### src/rtl/seg_pkg.sv
// Shared segment constants, hex decode function and scan phase type.
package seg_pkg;

    // Active-low {dp,g,f,e,d,c,b,a}; dp is lit on A-F to mark letters
    localparam logic [7:0] SEG_0     = 8'hC0;
    localparam logic [7:0] SEG_1     = 8'hF9;
    localparam logic [7:0] SEG_2     = 8'hA4;
    localparam logic [7:0] SEG_3     = 8'hB0;
    localparam logic [7:0] SEG_4     = 8'h99;
    localparam logic [7:0] SEG_5     = 8'h92;
    localparam logic [7:0] SEG_6     = 8'h82;
    localparam logic [7:0] SEG_7     = 8'hF8;
    localparam logic [7:0] SEG_8     = 8'h80;
    localparam logic [7:0] SEG_9     = 8'h90;
    localparam logic [7:0] SEG_A     = 8'h08;
    localparam logic [7:0] SEG_B     = 8'h00;
    localparam logic [7:0] SEG_C     = 8'h46;
    localparam logic [7:0] SEG_D     = 8'h40;
    localparam logic [7:0] SEG_E     = 8'h06;
    localparam logic [7:0] SEG_F     = 8'h0E;
    localparam logic [7:0] SEG_BLANK = 8'hFF;

    typedef logic [1:0] scan_phase_t;

    // Nibble to active-low segment pattern
    function automatic logic [7:0] hex_to_seg(input logic [3:0] nib);
        logic [7:0] seg;
        seg = SEG_BLANK;
        case (nib)
            4'h0: seg = SEG_0;
            4'h1: seg = SEG_1;
            4'h2: seg = SEG_2;
            4'h3: seg = SEG_3;
            4'h4: seg = SEG_4;
            4'h5: seg = SEG_5;
            4'h6: seg = SEG_6;
            4'h7: seg = SEG_7;
            4'h8: seg = SEG_8;
            4'h9: seg = SEG_9;
            4'hA: seg = SEG_A;
            4'hB: seg = SEG_B;
            4'hC: seg = SEG_C;
            4'hD: seg = SEG_D;
            4'hE: seg = SEG_E;
            4'hF: seg = SEG_F;
            default: seg = SEG_BLANK;
        endcase
        return seg;
    endfunction

endpackage

### src/rtl/seg_hex_decode.sv
// Combinational digit pattern: decoded nibble with optional forced dp, blank when not visible.
module seg_hex_decode
    import seg_pkg::*;
(
    input  logic [3:0] nibble,
    input  logic       dp,
    input  logic       visible,
    output logic [7:0] seg_c
);

    // Forced dp clears bit 7 (active-low); invisible digits drive all segments off
    always_comb begin
        seg_c = SEG_BLANK;
        if (visible) begin
            seg_c = hex_to_seg(nibble) & ~{dp, 7'b000_0000};
        end
    end

endmodule

### src/rtl/seg_scan_driver.sv
// 8-digit two-bus 7-segment scan driver with frame snapshot, anti-ghost blank gap and blink.
module seg_scan_driver
    import seg_pkg::*;
#(
    parameter int unsigned SCAN_DIV     = 100000,
    parameter int unsigned BLANK_CYC    = 100,
    parameter int unsigned BLINK_FRAMES = 125
) (
    input  logic        sys_clk_in,
    input  logic        sys_rst_n,
    input  logic        disp_en,
    input  logic [31:0] digit_data,
    input  logic [7:0]  digit_en,
    input  logic [7:0]  dp_en,
    input  logic [7:0]  blink_en,
    output logic [7:0]  seg_cs_pin,
    output logic [7:0]  seg_data_0_pin,
    output logic [7:0]  seg_data_1_pin,
    output logic        frame_start
);

    localparam int unsigned CNT_W = (SCAN_DIV > 1) ? $clog2(SCAN_DIV) : 1;
    localparam int unsigned BLK_W = (BLINK_FRAMES > 1) ? $clog2(BLINK_FRAMES) : 1;
    localparam logic [CNT_W-1:0] DIV_LAST  = CNT_W'(SCAN_DIV - 1);
    localparam logic [CNT_W-1:0] BLANK_END = CNT_W'(BLANK_CYC);
    localparam logic [BLK_W-1:0] BLK_LAST  = BLK_W'(BLINK_FRAMES - 1);

    logic [CNT_W-1:0] div_cnt;
    scan_phase_t      phase;
    logic             first_q;
    logic [31:0]      data_snap;
    logic [7:0]       en_snap;
    logic [7:0]       dp_snap;
    logic [7:0]       blink_snap;
    logic [BLK_W-1:0] blink_cnt;
    logic             blink_off;

    logic             div_wrap_c;
    logic             frame_wrap_c;
    logic             snap_take_c;
    logic             active_c;
    logic [2:0]       idx_lo_c;
    logic [2:0]       idx_hi_c;
    logic             vis_lo_c;
    logic             vis_hi_c;
    logic [3:0]       nib_lo_c;
    logic [3:0]       nib_hi_c;
    logic [7:0]       cs_c;
    logic [7:0]       seg_lo_c;
    logic [7:0]       seg_hi_c;

    // Scan timing, digit selection and visibility for the current (div_cnt, phase)
    always_comb begin
        idx_lo_c     = {1'b0, phase};
        idx_hi_c     = {1'b1, phase};
        div_wrap_c   = (div_cnt == DIV_LAST);
        frame_wrap_c = div_wrap_c && (phase == 2'd3);
        snap_take_c  = first_q || frame_wrap_c;
        active_c     = disp_en && (div_cnt >= BLANK_END);
        vis_lo_c     = active_c && en_snap[idx_lo_c] && !(blink_off && blink_snap[idx_lo_c]);
        vis_hi_c     = active_c && en_snap[idx_hi_c] && !(blink_off && blink_snap[idx_hi_c]);
        nib_lo_c     = data_snap[{idx_lo_c, 2'b00} +: 4];
        nib_hi_c     = data_snap[{idx_hi_c, 2'b00} +: 4];
        cs_c           = 8'h00;
        cs_c[idx_lo_c] = vis_lo_c;
        cs_c[idx_hi_c] = vis_hi_c;
    end

    // Divider and phase counter; held during the post-reset snapshot cycle so frame 0 starts aligned
    always_ff @(posedge sys_clk_in or negedge sys_rst_n) begin
        if (!sys_rst_n) begin
            div_cnt <= '0;
            phase   <= 2'd0;
            first_q <= 1'b1;
        end else begin
            first_q <= 1'b0;
            if (!first_q) begin
                if (div_wrap_c) begin
                    div_cnt <= '0;
                    phase   <= phase + 2'd1;
                end else begin
                    div_cnt <= div_cnt + CNT_W'(1);
                end
            end
        end
    end

    // Frame snapshot of all display inputs, with frame_start marking the capture
    always_ff @(posedge sys_clk_in or negedge sys_rst_n) begin
        if (!sys_rst_n) begin
            data_snap   <= 32'h0000_0000;
            en_snap     <= 8'h00;
            dp_snap     <= 8'h00;
            blink_snap  <= 8'h00;
            frame_start <= 1'b0;
        end else begin
            frame_start <= snap_take_c;
            if (snap_take_c) begin
                data_snap  <= digit_data;
                en_snap    <= digit_en;
                dp_snap    <= dp_en;
                blink_snap <= blink_en;
            end
        end
    end

    // Blink half-period counter: counts completed frames, toggles blink_off on wrap
    always_ff @(posedge sys_clk_in or negedge sys_rst_n) begin
        if (!sys_rst_n) begin
            blink_cnt <= '0;
            blink_off <= 1'b0;
        end else if (frame_wrap_c) begin
            if (blink_cnt == BLK_LAST) begin
                blink_cnt <= '0;
                blink_off <= !blink_off;
            end else begin
                blink_cnt <= blink_cnt + BLK_W'(1);
            end
        end
    end

    seg_hex_decode u_dec_lo (
        .nibble  (nib_lo_c),
        .dp      (dp_snap[idx_lo_c]),
        .visible (vis_lo_c),
        .seg_c   (seg_lo_c)
    );

    seg_hex_decode u_dec_hi (
        .nibble  (nib_hi_c),
        .dp      (dp_snap[idx_hi_c]),
        .visible (vis_hi_c),
        .seg_c   (seg_hi_c)
    );

    // Registered pin drivers; reset forces all digits dark immediately
    always_ff @(posedge sys_clk_in or negedge sys_rst_n) begin
        if (!sys_rst_n) begin
            seg_cs_pin     <= 8'h00;
            seg_data_0_pin <= SEG_BLANK;
            seg_data_1_pin <= SEG_BLANK;
        end else begin
            seg_cs_pin     <= cs_c;
            seg_data_0_pin <= seg_lo_c;
            seg_data_1_pin <= seg_hi_c;
        end
    end

endmodule

### config.mk
export PLATFORM = sky130hd
export DESIGN_NAME = seg_scan_driver
export DESIGN_NICKNAME = d
export VERILOG_FILES = /design/src/rtl/seg_pkg.sv /design/src/rtl/seg_hex_decode.sv /design/src/rtl/seg_scan_driver.sv
export SDC_FILE = /design/constraint.sdc
export NUM_CORES = 1
export LEC_CHECK = 0
export CAP_MARGIN = 10
export CORE_ASPECT_RATIO = 0.75
export CORE_MARGIN = 5
export CORE_UTILIZATION = 54
export CTS_CLUSTER_SIZE = 28
export DETAILED_ROUTE_END_ITERATION = 10
export GPL_TIMING_DRIVEN = 0
export PLACE_DENSITY = 0.89
export RECOVER_POWER = 25
export SETUP_SLACK_MARGIN = 0.5
export SYNTH_ARGS = -nofsm -noshare
export SYNTH_HDL_FRONTEND = slang
export SYNTH_SLANG_ARGS = --single-unit
### constraint.sdc
create_clock -name sys_clk_in -period 3.05 [get_ports sys_clk_in]
set_input_delay 0.4575 -clock sys_clk_in [delete_from_list [all_inputs] [get_ports sys_clk_in]]
set_output_delay 0.4575 -clock sys_clk_in [all_outputs]
set_load 0.005 [all_outputs]
==> key figures, run 1 <==
Job
  – Max-Cap Viols: 0

Synthesis
  – Post-Syn Instances: between 400 and 500
  – Cell Area, Synth: between 5000 and 6000 um^2
  – Yosys Warn Count: 0
  – Sequential-to-total area share from yosys stat: 51.9%
  – Async set-reset flop share out of synthesis: 100%
  – Post-synth EDFFs: 0
  – Predominant post-synthesis flop cell: dfrtp_1
  – Syn_nets: around 480
  – Synth cell types: 53
  – Yosys reg bits: between 100 and 150
  – Average cell area after synthesis: ~13 um^2

Timing
  – RSZ-0062 raised after global routing: no
  – Slew headroom: approximately 16%
  – Final Hold Viols: 0
  – Final setup viols: 0
  – Tmin final: roughly 2.4 ns
  – Slew @ Worst Pin: 1.27 ns
  – Final Skew: between 0.01 and 0.015 ns
  – Hold slack: 0.372 ns
  – Worst setup margin: between 0.6 and 0.7 ns
  – Highest clock rate: 0.417 GHz
  – Pins Over Slew Limit: 0
  – Final worst-path cycle share: between 70% and 80%

Place
  – Post-DP HPWL: about 8400 um
  – Worst slack, placed: about 0.27 ns
  – # placed instances: around 620
  – GPL Wtd Cong: around 0.9
  – Buffers added on ports: 83

Setup path
  – Largest delay contributor family on the critical path: buffers and inverters
  – Critical path's largest stage delay: around 0.58 ns
  – Kind of end point of the critical path: flop
  – Crit-path cells: clkbuf_4 > buf_6 > mux4_2 > inv_1 > ha_1 > o211a_1 > o21ai_0
  – Crit Path Max Fanout: 10
  – CP required: between 3 and 4 ns
  – Setup CP Type: flop to flop
  – Setup crit start kind: flop
  – CP max-delay cell: mux4_2
  – CP Data Arrival Time: between 2 and 3 ns
  – Buffers & Inverters on Critical Path: 3

Drt
  – Residual DRC count: 0
  – Routed WL per cell: 17.9 um
  – Detail Route Antenna Nets: 0
  – DRT Pass-1 Iters: 5
  – Final wirelength: 11500 um
  – DR vias/cell: approximately 5.6
  – Via count: approximately 3600
  – Detailed router's first-iteration violation count: around 270

Global routing
  – Vias in the first global route: ~3800
  – Initial antenna violation count: 0
  – GRT overflow: 0
  – First-pass GRT wire length: roughly 19000 um
  – Largest net degree at the start of global routing: 60
  – GRT Total Usage: about 20%

Clock network
  – Clock buffer depth: 2
  – CTS Buf Count: 9
  – CTS Root Cell: clkbuf_16
  – Clk slew on worst S/H paths: 0.07 ns
  – Post-CTS Hold Fix Bufs: 0
  – CTS sink cnt: approximately 110
  – Clk_lat worst skew: 0.35 ns
  – CTS tree: done
  – H-tree depth: 3

Floorplanning
  – Core box area: between 9000 and 10000 um^2
  – Initial Utilization: 55.1%
  – Die W: between 100 and 150 um
  – Rows: 31
  – Die area: roughly 12000 um^2
  – Die height: 95.8 um
  – Number of I/O pins: 84

Power
  – Sequential Power Share: around half
  – Net Switching: a little over 0.0008 W
  – Clock network fraction of design power: 36.4%
  – Combinational power share: between 10% and 20%
  – Switching Fraction: 24.6%
  – P_leak: 2.89 nW
  – Int Power: 0.00254 W
  – Pwr dens: between 500 and 600 nW/um^2
  – VDD IR max: ~400 uV

Cells and area
  – P&R area growth vs syn: 25.7%
  – Nets: between 500 and 600
  – # diodes: 0
  – Finished Layout Cells: 640
  – Layout cells sized above 1: 24.0%
  – Final Util: between 60 and 70%

Min path
  – Min-Delay Path Class: input pin to asynchronous set/reset pin

Status
  – Outcome: finished clean
## stage by stage
| step | setup TNS, ns | cell area [um^2] | total power [W] |
|---|---|---|---|
| CTS | 0 | 6640 | 0.00339 |
| global placement | -230.57 | 6300 | 0.00213 |
| detailed placement | 0 | 6320 | 0.00216 |
| global route | 0 | 6660 | 0.00352 |
| floorplan | 0 | 5300 | 0.00196 |
| finish | 0 | 6660 | 0.00337 |
## cell families after synthesis
group	synth area share (%)
compound gates	6.92
xor+xnor	2.48
fa+ha+maj	4.25
buf+inv	3.02
flops	51.9
mux	21.2
other cells	0.0707
simple gates	10.2
## worst reg2reg max path, stage by stage (launching register included)
cell and delay [ns]:
dfrtp_1 0.40, clkbuf_4 0.26, buf_6 0.22, mux4_2 0.59, inv_1 0.14, ha_1 0.27, o211a_1 0.25, o21ai_0 0.19
## synth_stat cells, drive strengths merged (2+ instances only)
| library cell | number | area share [%] |
|---|---|---|
| a21boi | 2 | 0.28 |
| a21oi | 6 | 0.64 |
| a31oi | 5 | 0.59 |
| and2 | 4 | 0.47 |
| and3 | 10 | 1.2 |
| and4 | 3 | 0.50 |
| buf | 8 | 1.1 |
| clkbuf | 11 | 0.78 |
| dfrtp | 92 | 43 |
| dfstp | 17 | 8.4 |
| ha | 18 | 4.2 |
| inv | 16 | 1.1 |
| mux2 | 57 | 14 |
| mux2i | 6 | 1.1 |
| mux4 | 14 | 5.9 |
| nand2 | 22 | 1.6 |
| nand3 | 12 | 1.1 |
| nand4 | 5 | 0.59 |
| nor2 | 17 | 1.2 |
| nor2b | 5 | 0.59 |
| nor3 | 5 | 0.47 |
| nor4 | 5 | 1.2 |
| o211a | 3 | 0.57 |
| o211ai | 7 | 0.99 |
| o21a | 3 | 0.42 |
| o21ai | 15 | 1.4 |
| o221ai | 2 | 0.33 |
| o31ai | 2 | 0.28 |
| or2 | 2 | 0.24 |
| or4 | 3 | 0.50 |
| xnor2 | 11 | 1.8 |
| xor2 | 4 | 0.66 |
## routing by layer
layer	global-route usage (%)	routed length, um	vias up	share of wire, %
met2	33.8	5470	143	48
met5	0	0	-	0
li1	-	-	1658	-
met3	5.55	745	24	6.5
met4	7.39	257	0	2.2
met1	26.3	4980	1761	43
## final timing paths
kind / from / to / slack, ns / depth (start not counted)
max reg2reg: phase[0] / seg_data_0_pin[3] / 0.65 / 7
min: sys_rst_n / data_snap[20] / 0.37 / 1
max in group asynchronous: sys_rst_n / first_q / 1.75 / 2
max: phase[0] / seg_data_0_pin[3] / 0.65 / 7
min reg2reg: div_cnt[12] / div_cnt[12] / 0.50 / 1
min in group sys_clk_in: div_cnt[12] / div_cnt[12] / 0.50 / 1
## state kept, by name, summed over array words and instances, names as in the netlist
name	count
data_snap	32
div_cnt	17
blink_snap	8
dp_snap	8
en_snap	8
seg_cs_pin	8
seg_data_0_pin	8
seg_data_1_pin	8
blink_cnt	7
phase	2
blink_off	1
first_q	1
frame_start	1
## power by group through the flow
stage	registers (W)	logic, W	clock network, W
6_report	0.00164	0.000508	0.00123
4_1_cts	0.00164	0.000508	0.00125
3_3_place_gp	0.00166	0.000477	0
2_1_floorplan	0.00164	0.000327	0
5_1_grt	0.00165	0.000557	0.00131
3_5_place_dp	0.00166	0.000501	0
## layout make-up
class / instances / area, um^2
sequential: 109 / 2750
clock buffer: 9 / 225
clock inverter: 7 / 90.1
timing repair buffer: 86 / 868
inverter: 16 / 60.1
tap: 132 / 165
buffer: 19 / 111
fill: 704 / 2960
multi-input combinational: 262 / 2390
## repair_timing
action	4_1_cts	5_1_grt
gates resized for setup	3	4
gates cloned	0	0
setup endpoints to repair	15	59
pin swaps	1	2
setup buffers	0	2
## layout by cell type (no fill, tap or decap), drive strengths merged, types with 3 or more instances in the layout
cell	instances
a31oi	5
dfstp	17
nor2	17
o211ai	7
nor4	5
clkinv	4
mux2	57
ha	18
and3	10
nor3	5
mux2i	6
o21ai	15
mux4	14
o211a	3
xor2	4
xnor2	11
dfrtp	92
nand2	22
nand3	12
and2	4
clkdlybuf4s50	82
a21oi	6
nand4	5
o21a	3
buf	10
or4	3
inv	16
nor2b	5
clkbuf	22
and4	3
(Power assumes the default switching activity.)
==> inputs of run 2 (changes only) <==
Settings changed: CORE_UTILIZATION 54 to 49, PLACE_DENSITY 0.89 to 0.86.
Clock period 3.05 ns to 2.2 ns, I/O delays scaled along.
==> key figures, run 2 (synthesis gave the netlist of run 1 again) <==
Drt
  – Detailed router's first-iteration violation count: 284 (+3.6%)
  – Routed WL per cell: 21.9 um (+22%)
  – Final wirelength: 15300 um (+33%)
  – Detail Route Antenna Nets: 0 (unchanged)
  – DR vias/cell: 5.83 (+4.1%)
  – Residual DRC count: 0 (unchanged)
  – DRT Pass-1 Iters: 5 (unchanged)
  – Via count: 4078 (+14%)

Timing
  – Final worst-path cycle share: 94.4% (+16 points)
  – Pins Over Slew Limit: 58 (+58)
  – Final Hold Viols: 0 (unchanged)
  – Highest clock rate: 0.481 GHz (+16%)
  – Slew @ Worst Pin: 1.53 ns (+0.262 ns)
  – RSZ-0062 raised after global routing: yes
  – Slew headroom: -1.94% (-17 points)
  – Final setup viols: 0 (unchanged)
  – Tmin final: 2.08 ns (-0.322 ns)
  – Final Skew: 0.00876 ns (-0.00183 ns)

Power
  – VDD IR max: 399 uV (+0.94%)
  – Pwr dens: 645 nW/um^2 (+28%)
  – P_leak: 3.26 nW (+13%)
  – Final Total Pwr: 0.00487 W (+44%)

Setup path
  – R2R cell count: 8 (+1)
  – Worst R2R Start: phase[0]
  – Crit Path Max Fanout: 7 (-3)
  – Setup crit start kind: flop
  – Crit-path cells: buf_4 > ha_2 > inv_2 > nor4_4 > a21oi_2 > buf_6 > clkbuf_16 > mux2_4
  – CP required: 2.44 ns (-0.88 ns)
  – Setup CP Type: flop to flop
  – Kind of end point of the critical path: flop
  – Critical path's largest stage delay: 0.41 ns (-0.17 ns)
  – CP max-delay cell: dfrtp_1
  – FF-to-FF setup slack: 0.12 ns (-0.53 ns)
  – Reg2Reg Capture Point: data_snap[13]
  – CP Data Arrival Time: 2.32 ns (-0.35 ns)

Clock network
  – H-tree depth: 3 (unchanged)
  – Clk_lat worst skew: 0.35 ns (about the same)
  – CTS tree: done
  – CTS sink cnt: 109 (unchanged)
  – Clock buffer depth: 2 (unchanged)
  – Clk slew on worst S/H paths: 0.08 ns (about the same)
  – Post-CTS Hold Fix Bufs: 0 (unchanged)
  – CTS Root Cell: clkbuf_16
  – CTS Buf Count: 9 (unchanged)

Status
  – Outcome: finished, violations left
  – Failing checks: max-capacitance violations, max-slew violations

Cells and area
  – # diodes: 0 (unchanged)
  – P&R area growth vs syn: 42.3%
  – Commonest non-fill, non-tap cell in the layout: dfrtp_1
  – Layout cells sized above 1: 42.1% (+18 points)
  – Top Registers: data_snap (32), div_cnt (17)
  – Fill cells: 632 (-10%)
  – Final Util: 72.5% (+3.2 points)
  – Nets: 635 (+9.5%)
  – Finished Layout Cells: 699 (+9.2%)
  – Flip-flop count of the largest register after layout: 32 (unchanged)
  – Commonest non-fill, non-tap cells in the layout: dfrtp_1 (88), clkdlybuf4s50_1 (66), buf_4 (43)
  – Largest Register: data_snap

Global routing
  – Largest net degree at the start of global routing: 59 (-1.7%)
  – First-pass GRT wire length: 22000 um (+15%)
  – GRT Total Usage: 21.8% (+1.4 points)
  – Initial antenna violation count: 0 (unchanged)
  – GRT overflow: 0 (unchanged)
  – Vias in the first global route: 4196 (+10%)

Floorplanning
  – Core box area: 10400 um^2 (+8.2%)
  – Number of I/O pins: 84 (unchanged)
  – Die area: 13000 um^2 (+9.2%)
  – Die height: 100 um (+4.5%)
  – Rows: 32 (+3.2%)
  – Initial Utilization: 50.9% (-4.2 points)
  – Die W: 130 um (+4.6%)

Place
  – GPL Wtd Cong: 0.889 (-1.5%)
  – Buffers added on ports: 83 (unchanged)
  – Post-DP HPWL: 8870 um (+6.1%)
  – # placed instances: 626 (+0.64%)

Min path
  – Min-Delay Path Class: input pin to asynchronous set/reset pin

Job
  – Max-Cap Viols: 1 (+1)
## run 2: changes by cell type in the layout (fill, tap and decap cells not counted), moves of 5 or more
cell             change
buf_4               +40
o21ai_1             +10
clkbuf_1             -9
clkdlybuf4s50_1     -16
o21ai_0             -12
ha_4                 +7
ha_1                 -8
dlygate4sd2_1       +16
inv_1                -5
buf_6               +11
## run 2: timing repair
item,4_1_cts,5_1_grt
gates resized for setup,61,64
buffers inserted,23,28
hold endpoints to repair,0,0
pin swaps,15,22
endpoints found under the setup margin,117,103
gates cloned,3,3
## run 2: layer usage
layer,vias to the layer above,global-route usage (%),share of wire [%]
li1,1775,-,-
met1,2076,28.6,39
met2,187,36.1,52
met3,40,4.68,6.6
met4,0,7.35,2.9
met5,-,0,0
## run 2: report_power, final
| group | switching [W] | leakage [nW] | internal [W] |
|---|---|---|---|
| Combinational | 0.000452 | 1.80 | 0.000547 |
| Sequential | 0.000127 | 1.31 | 0.00216 |
| Clock | 0.000795 | 0.142 | 0.000788 |
## run 2: worst max-delay path by stage
| stage | startpoint | end | cells past startpoint |
|---|---|---|---|
| 6_report | phase[0] | data_snap[13] | 8 |
| 3_5_place_dp | phase[1] | seg_data_0_pin[3] | 7 |
| 5_1_grt | phase[0] | data_snap[13] | 8 |
| 2_1_floorplan | div_cnt[12] | data_snap[10] | 6 |
| 4_1_cts | div_cnt[13] | data_snap[10] | 6 |
| 3_3_place_gp | sys_rst_n | frame_start | 1 |
## run 2: cell type report
| class | instances | area (um^2) | share of cell area [%] |
|---|---|---|---|
| plain buffers | 19 | 233 | 3.09 |
| multi-input cells | 264 | 2710 | 36.0 |
| clock inverters | 7 | 56.3 | 0.746 |
| flip-flops and latches | 109 | 2750 | 36.5 |
| inverters | 16 | 70.1 | 0.929 |
| repair buffers | 139 | 1320 | 17.5 |
| clock buffers | 9 | 225 | 2.99 |
| well taps | 136 | 170 | 2.26 |
## run 2: stage by stage
step	setup TNS (ns)	setup WS [ns]	hold slack [ns]	area (um^2)
6_report	0	0.122	0.341	7540
5_1_grt	0	0.0925	0.500	7540
4_1_cts	0	0.0741	0.0724	7090
3_5_place_dp	-7.30	-0.236	0.448	6440
2_1_floorplan	0	0.0752	0.0344	5410
3_3_place_gp	-314.43	-3.04	0.475	6410
## run 2: critical path: cells and delay by family (launching register included)
kind	cells	cell delay [ns]
buf+inv	4	0.58
flops	1	0.41
simple gates	1	0.31
mux	1	0.30
fa+ha+maj	1	0.23
compound gates	1	0.13
